`src/rtl/writeback_queue_if.sv`:
```
// Bundle for the writeback queue: producer push port, bank write port,
// decode-side hazard/forward lookup and the occupancy count.
// master = the surrounding pipeline, slave = the queue itself.
interface writeback_queue_if #(
    parameter int DEPTH  = 4,
    parameter int DATA_W = 32,
    parameter int ADDR_W = 5
) ();
    localparam int CNT_W = $clog2(DEPTH + 1);

    logic              in_valid;
    logic              in_ready;
    logic [ADDR_W-1:0] in_rd;
    logic [DATA_W-1:0] in_data;
    logic              flush;
    logic              wb_grant;
    logic              w_en;
    logic [ADDR_W-1:0] r_write;
    logic [DATA_W-1:0] w_data;
    logic [ADDR_W-1:0] r_op_a;
    logic [ADDR_W-1:0] r_op_b;
    logic              pend_a;
    logic              pend_b;
    logic              fwd_a_valid;
    logic [DATA_W-1:0] fwd_a_data;
    logic              fwd_b_valid;
    logic [DATA_W-1:0] fwd_b_data;
    logic [CNT_W-1:0]  count;

    modport master (
        output in_valid, in_rd, in_data, flush, wb_grant, r_op_a, r_op_b,
        input  in_ready, w_en, r_write, w_data, pend_a, pend_b,
               fwd_a_valid, fwd_a_data, fwd_b_valid, fwd_b_data, count
    );

    modport slave (
        input  in_valid, in_rd, in_data, flush, wb_grant, r_op_a, r_op_b,
        output in_ready, w_en, r_write, w_data, pend_a, pend_b,
               fwd_a_valid, fwd_a_data, fwd_b_valid, fwd_b_data, count
    );
endinterface

```
`src/rtl/writeback_queue.sv`:
```
// In-order writeback FIFO feeding the register bank write port.
// Drains one entry per granted cycle, flags pending writes for the two decode
// read indices and, with WB_QUEUE_FWD_EN defined, forwards the youngest queued
// value for each. Without WB_QUEUE_FWD_EN the forward outputs are tied to 0.
module writeback_queue #(
    parameter int DEPTH  = 4,
    parameter int DATA_W = 32,
    parameter int ADDR_W = 5
) (
    input  logic             clk,
    input  logic             rst_n,
    writeback_queue_if.slave bus
);
    localparam int IDX_W = $clog2(DEPTH);
    localparam int PTR_W = IDX_W + 1;
    localparam int CNT_W = $clog2(DEPTH + 1);

    // Pointers carry one wrap bit above the slot index so full and empty differ.
    logic [PTR_W-1:0]  wr_ptr_q, wr_ptr_d;
    logic [PTR_W-1:0]  rd_ptr_q, rd_ptr_d;
    logic [IDX_W-1:0]  wr_idx, rd_idx;
    logic [PTR_W-1:0]  used;
    logic              empty, full;
    logic              push_fire, store, pop;

    logic [ADDR_W-1:0] rd_mem_q   [DEPTH];
    logic [DATA_W-1:0] data_mem_q [DEPTH];
    logic [DEPTH-1:0]  occ, match_a, match_b;

    assign wr_idx = wr_ptr_q[IDX_W-1:0];
    assign rd_idx = rd_ptr_q[IDX_W-1:0];
    assign used   = wr_ptr_q - rd_ptr_q;
    assign empty  = (wr_ptr_q == rd_ptr_q);
    assign full   = (wr_idx == rd_idx) && (wr_ptr_q[IDX_W] != rd_ptr_q[IDX_W]);

    // in_ready is forced low while reset is held, independent of pointer state.
    assign bus.in_ready = rst_n & ~full;
    assign push_fire    = bus.in_valid & bus.in_ready & ~bus.flush;
    // Writes to x0 complete the handshake but never occupy a slot.
    assign store        = push_fire & (bus.in_rd != '0);
    assign pop          = ~empty & bus.wb_grant & ~bus.flush;

    assign bus.w_en    = pop;
    assign bus.r_write = rd_mem_q[rd_idx];
    assign bus.w_data  = data_mem_q[rd_idx];
    assign bus.count   = CNT_W'(used);

    // Pointer next state: flush discards everything, otherwise pop and push advance independently.
    always_comb begin
        wr_ptr_d = wr_ptr_q;
        rd_ptr_d = rd_ptr_q;
        if (bus.flush) begin
            wr_ptr_d = '0;
            rd_ptr_d = '0;
        end else begin
            if (pop)   rd_ptr_d = rd_ptr_q + 1'b1;
            if (store) wr_ptr_d = wr_ptr_q + 1'b1;
        end
    end

    // Pointer registers.
    always_ff @(posedge clk or negedge rst_n) begin
        if (!rst_n) begin
            wr_ptr_q <= '0;
            rd_ptr_q <= '0;
        end else begin
            wr_ptr_q <= wr_ptr_d;
            rd_ptr_q <= rd_ptr_d;
        end
    end

    genvar gi;
    generate
        for (gi = 0; gi < DEPTH; gi++) begin : g_slot
            logic [IDX_W-1:0] age;

            // Slot storage; cleared on reset so the head reads as zero afterwards.
            always_ff @(posedge clk or negedge rst_n) begin
                if (!rst_n) begin
                    rd_mem_q[gi]   <= '0;
                    data_mem_q[gi] <= '0;
                end else if (store && (wr_idx == IDX_W'(gi))) begin
                    rd_mem_q[gi]   <= bus.in_rd;
                    data_mem_q[gi] <= bus.in_data;
                end
            end

            // A slot is live when its distance from the head is below the fill level.
            assign age         = IDX_W'(gi) - rd_idx;
            assign occ[gi]     = ({1'b0, age} < used);
            assign match_a[gi] = occ[gi] && (rd_mem_q[gi] == bus.r_op_a);
            assign match_b[gi] = occ[gi] && (rd_mem_q[gi] == bus.r_op_b);
        end
    endgenerate

    assign bus.pend_a = (bus.r_op_a != '0) && (|match_a);
    assign bus.pend_b = (bus.r_op_b != '0) && (|match_b);

`ifdef WB_QUEUE_FWD_EN
    logic [DATA_W-1:0] fwd_a_c, fwd_b_c;
    logic [IDX_W-1:0]  scan_idx;

    // Walk slots oldest to youngest; the last hit is the youngest matching write.
    always_comb begin
        fwd_a_c  = '0;
        fwd_b_c  = '0;
        scan_idx = rd_idx;
        for (int k = 0; k < DEPTH; k++) begin
            scan_idx = rd_idx + IDX_W'(k);
            if (match_a[scan_idx]) fwd_a_c = data_mem_q[scan_idx];
            if (match_b[scan_idx]) fwd_b_c = data_mem_q[scan_idx];
        end
    end

    assign bus.fwd_a_valid = bus.pend_a;
    assign bus.fwd_b_valid = bus.pend_b;
    assign bus.fwd_a_data  = fwd_a_c;
    assign bus.fwd_b_data  = fwd_b_c;
`else
    assign bus.fwd_a_valid = 1'b0;
    assign bus.fwd_b_valid = 1'b0;
    assign bus.fwd_a_data  = '0;
    assign bus.fwd_b_data  = '0;
`endif
endmodule

```
`src/flat_wrapper.sv`:
```
// flat-port wrapper written by rule: the top's interface ports become plain ports
module writeback_queue_flat 
#(
    parameter int DEPTH  = 4,
    parameter int DATA_W = 32,
    parameter int ADDR_W = 5
)
  (clk, rst_n, bus_in_valid, bus_in_rd, bus_in_data, bus_flush, bus_wb_grant, bus_r_op_a, bus_r_op_b, bus_in_ready, bus_w_en, bus_r_write, bus_w_data, bus_pend_a, bus_pend_b, bus_fwd_a_valid, bus_fwd_a_data, bus_fwd_b_valid, bus_fwd_b_data, bus_count);
  writeback_queue_if #(.DEPTH(DEPTH), .DATA_W(DATA_W), .ADDR_W(ADDR_W)) bus_i ();
  input  logic clk;
  input  logic rst_n;
  input wire logic [$bits(bus_i.in_valid)-1:0] bus_in_valid;
  input wire logic [$bits(bus_i.in_rd)-1:0] bus_in_rd;
  input wire logic [$bits(bus_i.in_data)-1:0] bus_in_data;
  input wire logic [$bits(bus_i.flush)-1:0] bus_flush;
  input wire logic [$bits(bus_i.wb_grant)-1:0] bus_wb_grant;
  input wire logic [$bits(bus_i.r_op_a)-1:0] bus_r_op_a;
  input wire logic [$bits(bus_i.r_op_b)-1:0] bus_r_op_b;
  output wire logic [$bits(bus_i.in_ready)-1:0] bus_in_ready;
  output wire logic [$bits(bus_i.w_en)-1:0] bus_w_en;
  output wire logic [$bits(bus_i.r_write)-1:0] bus_r_write;
  output wire logic [$bits(bus_i.w_data)-1:0] bus_w_data;
  output wire logic [$bits(bus_i.pend_a)-1:0] bus_pend_a;
  output wire logic [$bits(bus_i.pend_b)-1:0] bus_pend_b;
  output wire logic [$bits(bus_i.fwd_a_valid)-1:0] bus_fwd_a_valid;
  output wire logic [$bits(bus_i.fwd_a_data)-1:0] bus_fwd_a_data;
  output wire logic [$bits(bus_i.fwd_b_valid)-1:0] bus_fwd_b_valid;
  output wire logic [$bits(bus_i.fwd_b_data)-1:0] bus_fwd_b_data;
  output wire logic [$bits(bus_i.count)-1:0] bus_count;
  assign bus_i.in_valid = bus_in_valid;
  assign bus_i.in_rd = bus_in_rd;
  assign bus_i.in_data = bus_in_data;
  assign bus_i.flush = bus_flush;
  assign bus_i.wb_grant = bus_wb_grant;
  assign bus_i.r_op_a = bus_r_op_a;
  assign bus_i.r_op_b = bus_r_op_b;
  assign bus_in_ready = bus_i.in_ready;
  assign bus_w_en = bus_i.w_en;
  assign bus_r_write = bus_i.r_write;
  assign bus_w_data = bus_i.w_data;
  assign bus_pend_a = bus_i.pend_a;
  assign bus_pend_b = bus_i.pend_b;
  assign bus_fwd_a_valid = bus_i.fwd_a_valid;
  assign bus_fwd_a_data = bus_i.fwd_a_data;
  assign bus_fwd_b_valid = bus_i.fwd_b_valid;
  assign bus_fwd_b_data = bus_i.fwd_b_data;
  assign bus_count = bus_i.count;
  writeback_queue #(.DEPTH(DEPTH), .DATA_W(DATA_W), .ADDR_W(ADDR_W)) u_core (.clk(clk), .rst_n(rst_n), .bus(bus_i));
endmodule
```
`config.mk`:
```
export PLATFORM = sky130hd
export DESIGN_NAME = writeback_queue_flat
export DESIGN_NICKNAME = d
export VERILOG_FILES = /design/src/rtl/writeback_queue_if.sv /design/src/rtl/writeback_queue.sv /design/src/flat_wrapper.sv
export SDC_FILE = /design/constraint.sdc
export NUM_CORES = 1
export LEC_CHECK = 0
export CAP_MARGIN = 20
export CORE_MARGIN = 2
export CORE_UTILIZATION = 57
export DETAILED_ROUTE_END_ITERATION = 6
export PLACE_DENSITY = 0.95
export SETUP_SLACK_MARGIN = 0.4
export SYNTH_ARGS = -nofsm -noshare
export SYNTH_HDL_FRONTEND = slang
export SYNTH_SLANG_ARGS = --single-unit
```
`constraint.sdc`:
```
create_clock -name clk -period 4.95 [get_ports clk]
set_input_delay 0.495 -clock clk [delete_from_list [all_inputs] [get_ports clk]]
set_output_delay 0.495 -clock clk [all_outputs]
set_load 0.1 [all_outputs]
```
==> reports/results.ini, run 1 <==
[yosys]
syn_inst = 570
post_synth_num_cell_types = 35
synth_async_sr_flop_share_pct = 100.0
synth.yosys.seq_area_share_pct = 45.66
synth.avg_cell_area_sq_um = 14.81
synth-edff-count = 0
synth.cell_area_sq_um = 8441
synth-main-ff-cell = sky130_fd_sc_hd__dfrtp_1
yosys_register_bits = 154
yosys_warnings = 0

[global_route]
grt_start_max_net_pins = 94
gr-usage-all-layers_pct = 23.72
globalRouteOverflowTotal = 0
grt_pass1_vias = 5087
grt_first_pass_wirelength_mm = 28.84
initial_antenna_violation_count = 0

[setup_path]
crit_path_max_fanout = 5
setup.worst_path.start_class = flip-flop
cp_common_cell = sky130_fd_sc_hd__inv_1
crit_chain = inv_1 -> ha_1 -> inv_1 -> fa_2 -> inv_1 -> ha_1 -> nand2b_1 -> a21oi_1 -> nor4_1 -> a31oi_1 -> a21oi_4 -> buf_4
end_kind = output pin
worst_path_max_delay_cell = sky130_fd_sc_hd__fa_2
cpLargestDelayFamily = adder cells
cp_data_required_time_ns = 4.45
worst-setup-path-type = flip-flop to output pin
critical-path-max-stage-delay_ns = 0.53
worstPathBufferInverterCount = 4
crit_arrival_ns = 3.26

[cts]
postCtsSetupBuffers = 0
post_cts_hold_buffer_count = 0
cts-buffers-inserted = 17
cts-htree-levels = 4
cts.clk_slew.worst_paths_ns = 0.06
clock_insertion_delay_worst_skew_ns = 0.42
max-clock-path-buffers = 2
tritoncts_clock_tree = built
cts.sinks = 154
post_cts.resized_instances = 0
ctsRootBufferMaster = sky130_fd_sc_hd__clkbuf_16

[timing]
final_min_period_over_clock_period_pct = 75.83
hold_slack_ns = 0.04979
setup_total_negative_slack_ns = 0
worst-slew-pin-transition_ns = 1.046
timing.final.hold_violations = 0
skew_ns = 0.009770
maxSlewHeadroom_pct = 30.07
slew_violations = 0
post-route-worst-setup-slack_ns = 1.197
period_minus_slack_ns = 3.753
rsz0062_at_grt = false
report.final.setup_viol = 0
fmax_ghz = 0.2664

[finish]
drive_above_1_share_pct = 35.82
finish.net_count = 725
layout.filler_cells = 949
final_cell_mix = 152 x sky130_fd_sc_hd__dfrtp_1, 91 x sky130_fd_sc_hd__clkdlybuf4s50_1, 90 x sky130_fd_sc_hd__mux2_4
antenna_cells = 0
layout_commonest_cell = sky130_fd_sc_hd__dfrtp_1
layout-area-overhead-vs-synth_pct = 16.97
final_design_area_no_fill_sq_um = 9873

[placed_design]
io_buffer_count = 95
dp.final_hpwl_mm = 11.44
detailedPlace.worstSlack_ns = 1.611
place_congestion = 0.9025
place_area_sq_um = 9239

[floorplanning]
floorplan.core_area_sq_um = 14480
die-width_um = 125.7
die_y_um = 125.7
boundaryPins = 162
rows = 44
floorplan.die_area_sq_um = 15800
initial_core_utilization_pct = 58.30

[pwr]
lkg_pwr_nw = 4.446
p_per_area_nw_per_um2 = 530.7
worst_ir_drop_vdd_mv = 0.4068

[route]
drt-initial-drc-count = 259
routed-via-count = 4729
drt_wl_total_mm = 18.23
drt_pass1_iterations = 4
post_drt_wl_per_cell_um = 21.35
route.detailed.drc = 0
vias_per_cell = 5.537
antenna_violating_nets_remaining = 0

[worst_hold_path]
worst_hold_check_path_type = input port to asynchronous set/reset pin

[status]
status = complete, no violations

[run]
max-cap-violations = 0

-- report_power, final --
| group | internal (mW) | switching, mW |
|---|---|---|
| registers | 1.48 | 0.167 |
| logic | 0.738 | 1.51 |
| clock network | 0.855 | 0.493 |
-- synth_stat cells, types with 9 or more instances --
cell                       instances  area (sq um)
sky130_fd_sc_hd__dfrtp_1         154          3854
sky130_fd_sc_hd__mux2_4           90          1351
sky130_fd_sc_hd__buf_4            68         510.5
sky130_fd_sc_hd__mux2_2           58         653.1
sky130_fd_sc_hd__mux4_2           37         833.3
sky130_fd_sc_hd__xnor2_1          24         210.2
sky130_fd_sc_hd__xor2_1           21         183.9
sky130_fd_sc_hd__inv_1            16         60.06
sky130_fd_sc_hd__ha_1             14         175.2
sky130_fd_sc_hd__clkbuf_1         12         45.04
sky130_fd_sc_hd__nor2_1           12         45.04
sky130_fd_sc_hd__nor4_1            9         56.30
-- registers in the layout, summed over array words and instances (netlist names) --
name               flops
u_core.wr_ptr_q        3
u_core.rd_mem_q       20
u_core.rd_ptr_q        3
u_core.data_mem_q    128
-- cell type report --
class / count / area, sq um / area share [%]
repair buffers: 104 / 1050 / 10.63
inverters: 16 / 60.06 / 0.6083
well taps: 184 / 230.2 / 2.332
clock inverters: 7 / 112.6 / 1.141
multi-input cells: 365 / 4063 / 41.15
flip-flops and latches: 154 / 3856 / 39.06
clock buffers: 24 / 501.7 / 5.082
-- worst reg2reg max path, cell delays in order, from the launching register on --
cell and delay (ns):
sky130_fd_sc_hd__dfrtp_2 0.40, sky130_fd_sc_hd__inv_1 0.16, sky130_fd_sc_hd__ha_1 0.29, sky130_fd_sc_hd__a31o_4 0.28, sky130_fd_sc_hd__nor3_1 0.25, sky130_fd_sc_hd__and2_2 0.62
sky130_fd_sc_hd__buf_12 0.32, sky130_fd_sc_hd__mux2_4 0.34
-- through the flow --
stage | util [%] | std cells | total power [mW]
2_1_floorplan | - | 635 | 3.504
3_3_place_gp | 63.81 | 822 | 3.842
3_5_place_dp | 63.81 | 822 | 3.890
4_1_cts | 68.05 | 853 | 5.262
5_1_grt | 68.19 | 854 | 5.411
6_report | 68.19 | 854 | 5.240
-- logic make-up (layout without fill, tap and decap cells) --
family,count (synthesis),in the layout,synth area share [%]
muxes,186,186,33.74
DFF,154,154,45.66
buffers and inverters,116,151,9.502
xor gates and xnor gates,46,46,4.936
and+or+nand+nor,39,39,2.772
adders and majority gates,15,15,2.313
AOI/OAI and AO/OA,13,13,1.038
other,1,66,0.04443
-- routing by layer --
| layer | wire (um) | vias up | global-route usage, % | part of all wire, % |
|---|---|---|---|---|
| met5 | 0 | - | 0 | 0 |
| li1 | - | 2041 | - | - |
| met2 | 9044 | 188 | 39.14 | 50 |
| met1 | 7752 | 2476 | 31.61 | 43 |
| met3 | 1111 | 24 | 5.565 | 6.1 |
| met4 | 326 | 0 | 7.320 | 1.8 |
-- path summary, 6_finish.rpt --
check / from / to / slack (ns) / cells past startpoint
worst max register to register: u_core.rd_ptr_q[1] / u_core.data_mem_q[84] / 2.19 / 7
worst min-delay path: rst_n / u_core.data_mem_q[4] / 0.05 / 1
max in group asynchronous: rst_n / u_core.data_mem_q[51] / 3.62 / 3
min in group clk: u_core.data_mem_q[13] / u_core.data_mem_q[13] / 0.50 / 1
worst min register to register: u_core.data_mem_q[13] / u_core.data_mem_q[13] / 0.50 / 1
worst max-delay path: u_core.wr_ptr_q[0] / bus_pend_b / 1.20 / 12
No activity file was read; power rests on OpenSTA's default activity.
==> run 2: changes to the inputs <==
Settings changed: CORE_UTILIZATION 57 to 53, PLACE_DENSITY 0.95 to 0.9.
Clock period 4.95 ns to 3.8 ns, I/O delays scaled along.
==> reports/results.ini, run 2 (synthesis results as in run 1) <==
[status]
status = complete, no violations

[route]
routed-via-count = 4758
drt-met1-wl_mm = 7.431
antenna_violating_nets_remaining = 0
met3_wirelength_mm = 1.179
drt-initial-drc-count = 281
drt_pass1_iterations = 4
met2_length_mm = 9.336
top_layer = met4
drt_wl_total_mm = 18.21
vias_per_cell = 5.322
post_drt_wl_per_cell_um = 20.37
route.detailed.drc = 0

[finish]
drive_above_1_share_pct = 45.43
post-route-util_pct = 63.55
antenna_cells = 0
finish.net_count = 732
multi_input_comb_area_sq_um = 4149
layout_commonest_cell = sky130_fd_sc_hd__dfrtp_1
largestRegisters = u_core.data_mem_q: 128 flops, u_core.rd_mem_q: 20 flops
final_cell_mix = 151 x sky130_fd_sc_hd__dfrtp_1, 90 x sky130_fd_sc_hd__mux2_4, 66 x sky130_fd_sc_hd__conb_1
layout.filler_cells = 1107
sequential_cell_area_sq_um = 3857
layoutNonFillerInstCount = 894
largest_register_ff_count = 128
layout-area-overhead-vs-synth_pct = 18.31
regMostFlops = u_core.data_mem_q

[global_route]
grt_pass1_vias = 5189
initial_antenna_violation_count = 0
grt_first_pass_wirelength_mm = 28.78
grt_start_max_net_pins = 88
gr-usage-all-layers_pct = 22.59
globalRouteOverflowTotal = 0

[floorplanning]
rows = 46
floorplan.die_area_sq_um = 16950
floorplan.core_area_sq_um = 15710
boundaryPins = 162
initial_core_utilization_pct = 53.72
die_y_um = 130.2
die-width_um = 130.2

[pwr]
power.sequential.fraction_pct = 31.5
worst_ir_drop_vdd_mv = 0.5878
p_per_area_nw_per_um2 = 680.8
power_switching_share_pct = 42.98
power_mw = 6.798
p_sw_mw = 2.922
clockPowerShare_pct = 25.2
share_comb_of_total_power_pct = 43.3
intPower_mw = 3.876
lkg_pwr_nw = 4.530

[worst_hold_path]
worst_hold_check_path_type = flip-flop to flip-flop
min_delay_path_depth = 1
timing.hold.worst.start = u_core.data_mem_q[13]

[timing]
setup_total_negative_slack_ns = 0
slew_violations = 0
period_minus_slack_ns = 3.333
worst-slew-pin-transition_ns = 0.8354
timing.final.hold_violations = 0
report.final.setup_viol = 0
rsz0062_at_grt = false
maxSlewHeadroom_pct = 44.30
final_min_period_over_clock_period_pct = 87.71
fmax_ghz = 0.3000
skew_ns = 0.01162

[cts]
max-clock-path-buffers = 2
ctsRootBufferMaster = sky130_fd_sc_hd__clkbuf_16
cts-buffers-inserted = 17
clock_insertion_delay_worst_skew_ns = 0.43
cts-htree-levels = 4
cts.sinks = 154
cts.clk_slew.worst_paths_ns = 0.06
tritoncts_clock_tree = built

[run]
max-cap-violations = 0

[setup_path]
ff2ff_path_depth = 8
rr_startpoint = u_core.rd_ptr_q[0]
end_kind = output pin
timing.critical_path.from = u_core.wr_ptr_q[0]
setup.worst_path.start_class = flip-flop
crit_path_max_fanout = 5
worst-setup-path-type = flip-flop to output pin
regToRegSetupSlack_ns = 0.90
cp_data_required_time_ns = 3.42
crit_arrival_ns = 2.95

[placed_design]
place_inst = 857
dp.final_hpwl_mm = 12.09
place_congestion = 0.8527
io_buffer_count = 95

-- run 2: changes by cell type in the layout (fill, tap and decap cells not counted), moves of 3 or more --
cell                              previous run  this run
sky130_fd_sc_hd__inv_6                       0         6
sky130_fd_sc_hd__clkdlybuf4s50_1            91        50
sky130_fd_sc_hd__buf_4                       9        52
sky130_fd_sc_hd__a21oi_1                     4         1
sky130_fd_sc_hd__nor4_1                      8         5
sky130_fd_sc_hd__nor4_2                      1         4
sky130_fd_sc_hd__ha_4                        0         3
sky130_fd_sc_hd__a21oi_2                     0         3
sky130_fd_sc_hd__clkbuf_8                    5         1
sky130_fd_sc_hd__inv_1                      16        12
sky130_fd_sc_hd__ha_1                       14        10
-- run 2: per-stage QoR --
step	worst slack, ns	hold WS [ns]	cell area, sq um
6_report	0.4671	0.5008	9986
2_1_floorplan	0.3135	0.08441	8763
4_1_cts	0.4423	0.2811	9864
3_3_place_gp	0.8588	0.4835	9256
3_5_place_dp	0.8121	0.4907	9256
5_1_grt	0.3179	0.5139	9986
-- run 2: routing by layer --
| metal | track usage (%) | vias to the layer above |
|---|---|---|
| li1 | - | 2069 |
| met1 | 29.24 | 2511 |
| met2 | 38.19 | 153 |
| met3 | 5.535 | 25 |
| met4 | 6.452 | 0 |
| met5 | 0 | - |
-- run 2: final timing paths --
path,to
hold reg to reg,u_core.data_mem_q[13]
setup reg to reg,u_core.data_mem_q[81]
setup / recovery,bus_pend_a
hold / removal,u_core.data_mem_q[13]
max in group asynchronous,u_core.data_mem_q[54]
min in group asynchronous,u_core.wr_ptr_q[0]
-- run 2: timing repair --
action	CTS	global route
endpoints found under the hold margin	0	20
hold buffers	0	1
setup endpoints to repair	2	2
pin swaps	4	11
setup buffers	1	2
resized for setup	1	13
-- run 2: power groups by stage --
stage                     Clock [mW]  Combinational (mW)  Sequential, mW
after floorplan                    0                2.50            2.08
after global placement             0                2.86            2.12
after detailed placement           0                2.90            2.15
after CTS                       1.73                2.91            2.14
after global routing            1.81                3.07            2.17
final                           1.71                2.94            2.14
-- run 2: layout make-up --
class	count	share of cell area, %
multi-input combinational	365	41.55
sequential	154	38.63
timing repair buffer	111	10.44
clock buffer	18	4.398
tap	216	2.706
clock inverter	14	1.604
inverter	16	0.6766
-- run 2: worst max-delay path, cell delays in order (launching register included) --
cell and delay [ns]:
sky130_fd_sc_hd__dfrtp_2 0.42, sky130_fd_sc_hd__inv_2 0.10, sky130_fd_sc_hd__ha_4 0.13, sky130_fd_sc_hd__inv_2 0.03, sky130_fd_sc_hd__fa_2 0.60, sky130_fd_sc_hd__inv_4 0.07, sky130_fd_sc_hd__ha_4 0.21, sky130_fd_sc_hd__nand2b_1 0.08
sky130_fd_sc_hd__a21oi_2 0.07, sky130_fd_sc_hd__nor4_2 0.28, sky130_fd_sc_hd__a31oi_2 0.16, sky130_fd_sc_hd__a21oi_4 0.19, sky130_fd_sc_hd__buf_12 0.19
==> variant (flow settings as in run 2) <==
Register the output `bus.count`; this adds one clock of latency there.
--- a/src/rtl/writeback_queue.sv
+++ b/src/rtl/writeback_queue.sv
@@ -44,5 +44,7 @@
     assign bus.r_write = rd_mem_q[rd_idx];
     assign bus.w_data  = data_mem_q[rd_idx];
-    assign bus.count   = CNT_W'(used);
+    always_ff @(posedge clk) begin
+        bus.count <= CNT_W'(used);
+    end
 
     // Pointer next state: flush discards everything, otherwise pop and push advance independently.
Check against the original RTL: not equivalent (a bounded check fails within 4 cycles, from zero or initial values and one cycle with rst_n low).
==> variant against run 2 <==
Clock skew down 1.5 ps. Area after synthesis up 0.27%. Routed wire length down 0.43%. Design area increased by 1.0%. Clock power rose by 11%. Synthesized cell count increased by 0.53%. Total power is 3.1% higher. Via count is 0.63% higher. Setup slack got worse by 45 ps. Fmax decreased by 1.3%. Critical path type unchanged. Sequential cell count up 3. Register-to-register slack got worse by 150 ps. Sequential share of layout area grew 0.20 points.
==> variant: results <==
<?xml version="1.0" encoding="UTF-8"?>
<metrics>
  <group name="logic_synthesis">
    <metric name="yosysSeqAreaShare" unit="%">46.2</metric>
    <metric name="synth_area_in_xor_xnor" unit="%">4.92</metric>
    <metric name="synth.lib_cells_used.distinct" unit="">37</metric>
    <metric name="synth_mux_area_share" unit="%">33.2</metric>
    <metric name="post_synth_most_frequent_cells" unit="">dfrtp_1 (154), mux2_4 (80), buf_4 (68)</metric>
    <metric name="netlist_top_cells_area" unit="">dfrtp_1 (46%), mux2_4 (14%), mux4_2 (9.8%), mux2_2 (8.9%), buf_4 (6.0%)</metric>
    <metric name="synth.avg_cell_area" unit="sq um">14.8</metric>
    <metric name="fraction_of_the_mapped_netlist_area_in_compound_gates" unit="%">1.03</metric>
  </group>
  <group name="routing">
    <metric name="detailedRoute.firstIterationViolations" unit="">309</metric>
    <metric name="total_routed_length" unit="mm">18.1</metric>
    <metric name="via_per_inst" unit="">5.35</metric>
  </group>
  <group name="finish">
    <metric name="n_fill_cell" unit="">1116</metric>
    <metric name="drive_gt1_share" unit="%">44.3</metric>
  </group>
  <group name="critical_path">
    <metric name="cpMaxStageDelayCell" unit="">fa_1</metric>
    <metric name="critical-path-max-stage-delay" unit="ps">560</metric>
    <metric name="crit_arrival" unit="ps">3000</metric>
  </group>
  <group name="placement">
    <metric name="post-place-ws" unit="ps">648</metric>
    <metric name="placed_area" unit="sq mm">0.00924</metric>
    <metric name="detailed_place_hpwl" unit="mm">11.7</metric>
    <metric name="globalplace.congestion" unit="">0.858</metric>
    <metric name="dpl.cell_count" unit="">859</metric>
  </group>
  <group name="run_status">
    <metric name="status" unit="">complete, no violations</metric>
  </group>
  <group name="global_route">
    <metric name="grt.total_usage" unit="%">22.3</metric>
    <metric name="grt_first_pass_wirelength" unit="mm">28.5</metric>
  </group>
  <group name="power_and_ir_drop">
    <metric name="leakage_power" unit="uW">0.00454</metric>
    <metric name="power_switching" unit="uW">2890</metric>
    <metric name="power.density" unit="mW/mm^2">695</metric>
  </group>
  <group name="hold_path">
    <metric name="hp-class" unit="">primary input to asynchronous set/reset pin</metric>
  </group>
</metrics>
==> variant: changes by cell type after synthesis, sizes merged <==
cell / delta
dfxtp: +3
buf: +1
clkbuf: -1
==> variant: cells by family (layout without fill, tap and decap cells) <==
| kind of cell | Yosys count | count (layout) |
|---|---|---|
| flops | 157 | 157 |
| fa+ha+maj | 15 | 15 |
| other cells | 1 | 66 |
| compound gates | 13 | 13 |
| xor+xnor | 46 | 46 |
| buf+inv | 116 | 157 |
| simple gates | 39 | 39 |
| mux | 186 | 186 |
==> variant: metal layers <==
layer / GRT usage, % / up-vias / share of wire, %
met5: 0 / - / 0
li1: - / 2081 / -
met4: 6.70 / 0 / 1.4
met3: 6.11 / 20 / 5.3
met2: 36.3 / 135 / 51
met1: 29.5 / 2552 / 42
==> variant: final timing paths <==
kind	start	endpoint	slack [ps]	cells past startpoint
min in group clk	u_core.data_mem_q[9]	u_core.data_mem_q[9]	500	1
max in group asynchronous	rst_n	u_core.data_mem_q[26]	2500	4
worst min register to register	u_core.data_mem_q[9]	u_core.data_mem_q[9]	500	1
worst max register to register	u_core.rd_ptr_q[0]	u_core.data_mem_q[85]	750	8
worst min-delay path	rst_n	u_core.data_mem_q[107]	190	2
worst max-delay path	u_core.wr_ptr_q[0]	bus_pend_b	420	12
==> variant: repair_timing <==
item | CTS | global route
resized for setup | 5 | 20
setup buffers | 1 | 2
endpoints found under the setup margin | 2 | 2
hold buffers | 0 | 0
pin swaps | 8 | 11
==> variant: final cells by class <==
cell class / count / area, sq um / area share [%]
multi-input combinational: 365 / 4160 / 41.2
clock buffer: 22 / 474 / 4.70
sequential: 157 / 3920 / 38.8
inverter: 16 / 60.1 / 0.595
timing repair buffer: 109 / 1020 / 10.2
tap: 216 / 270 / 2.68
clock inverter: 10 / 185 / 1.84
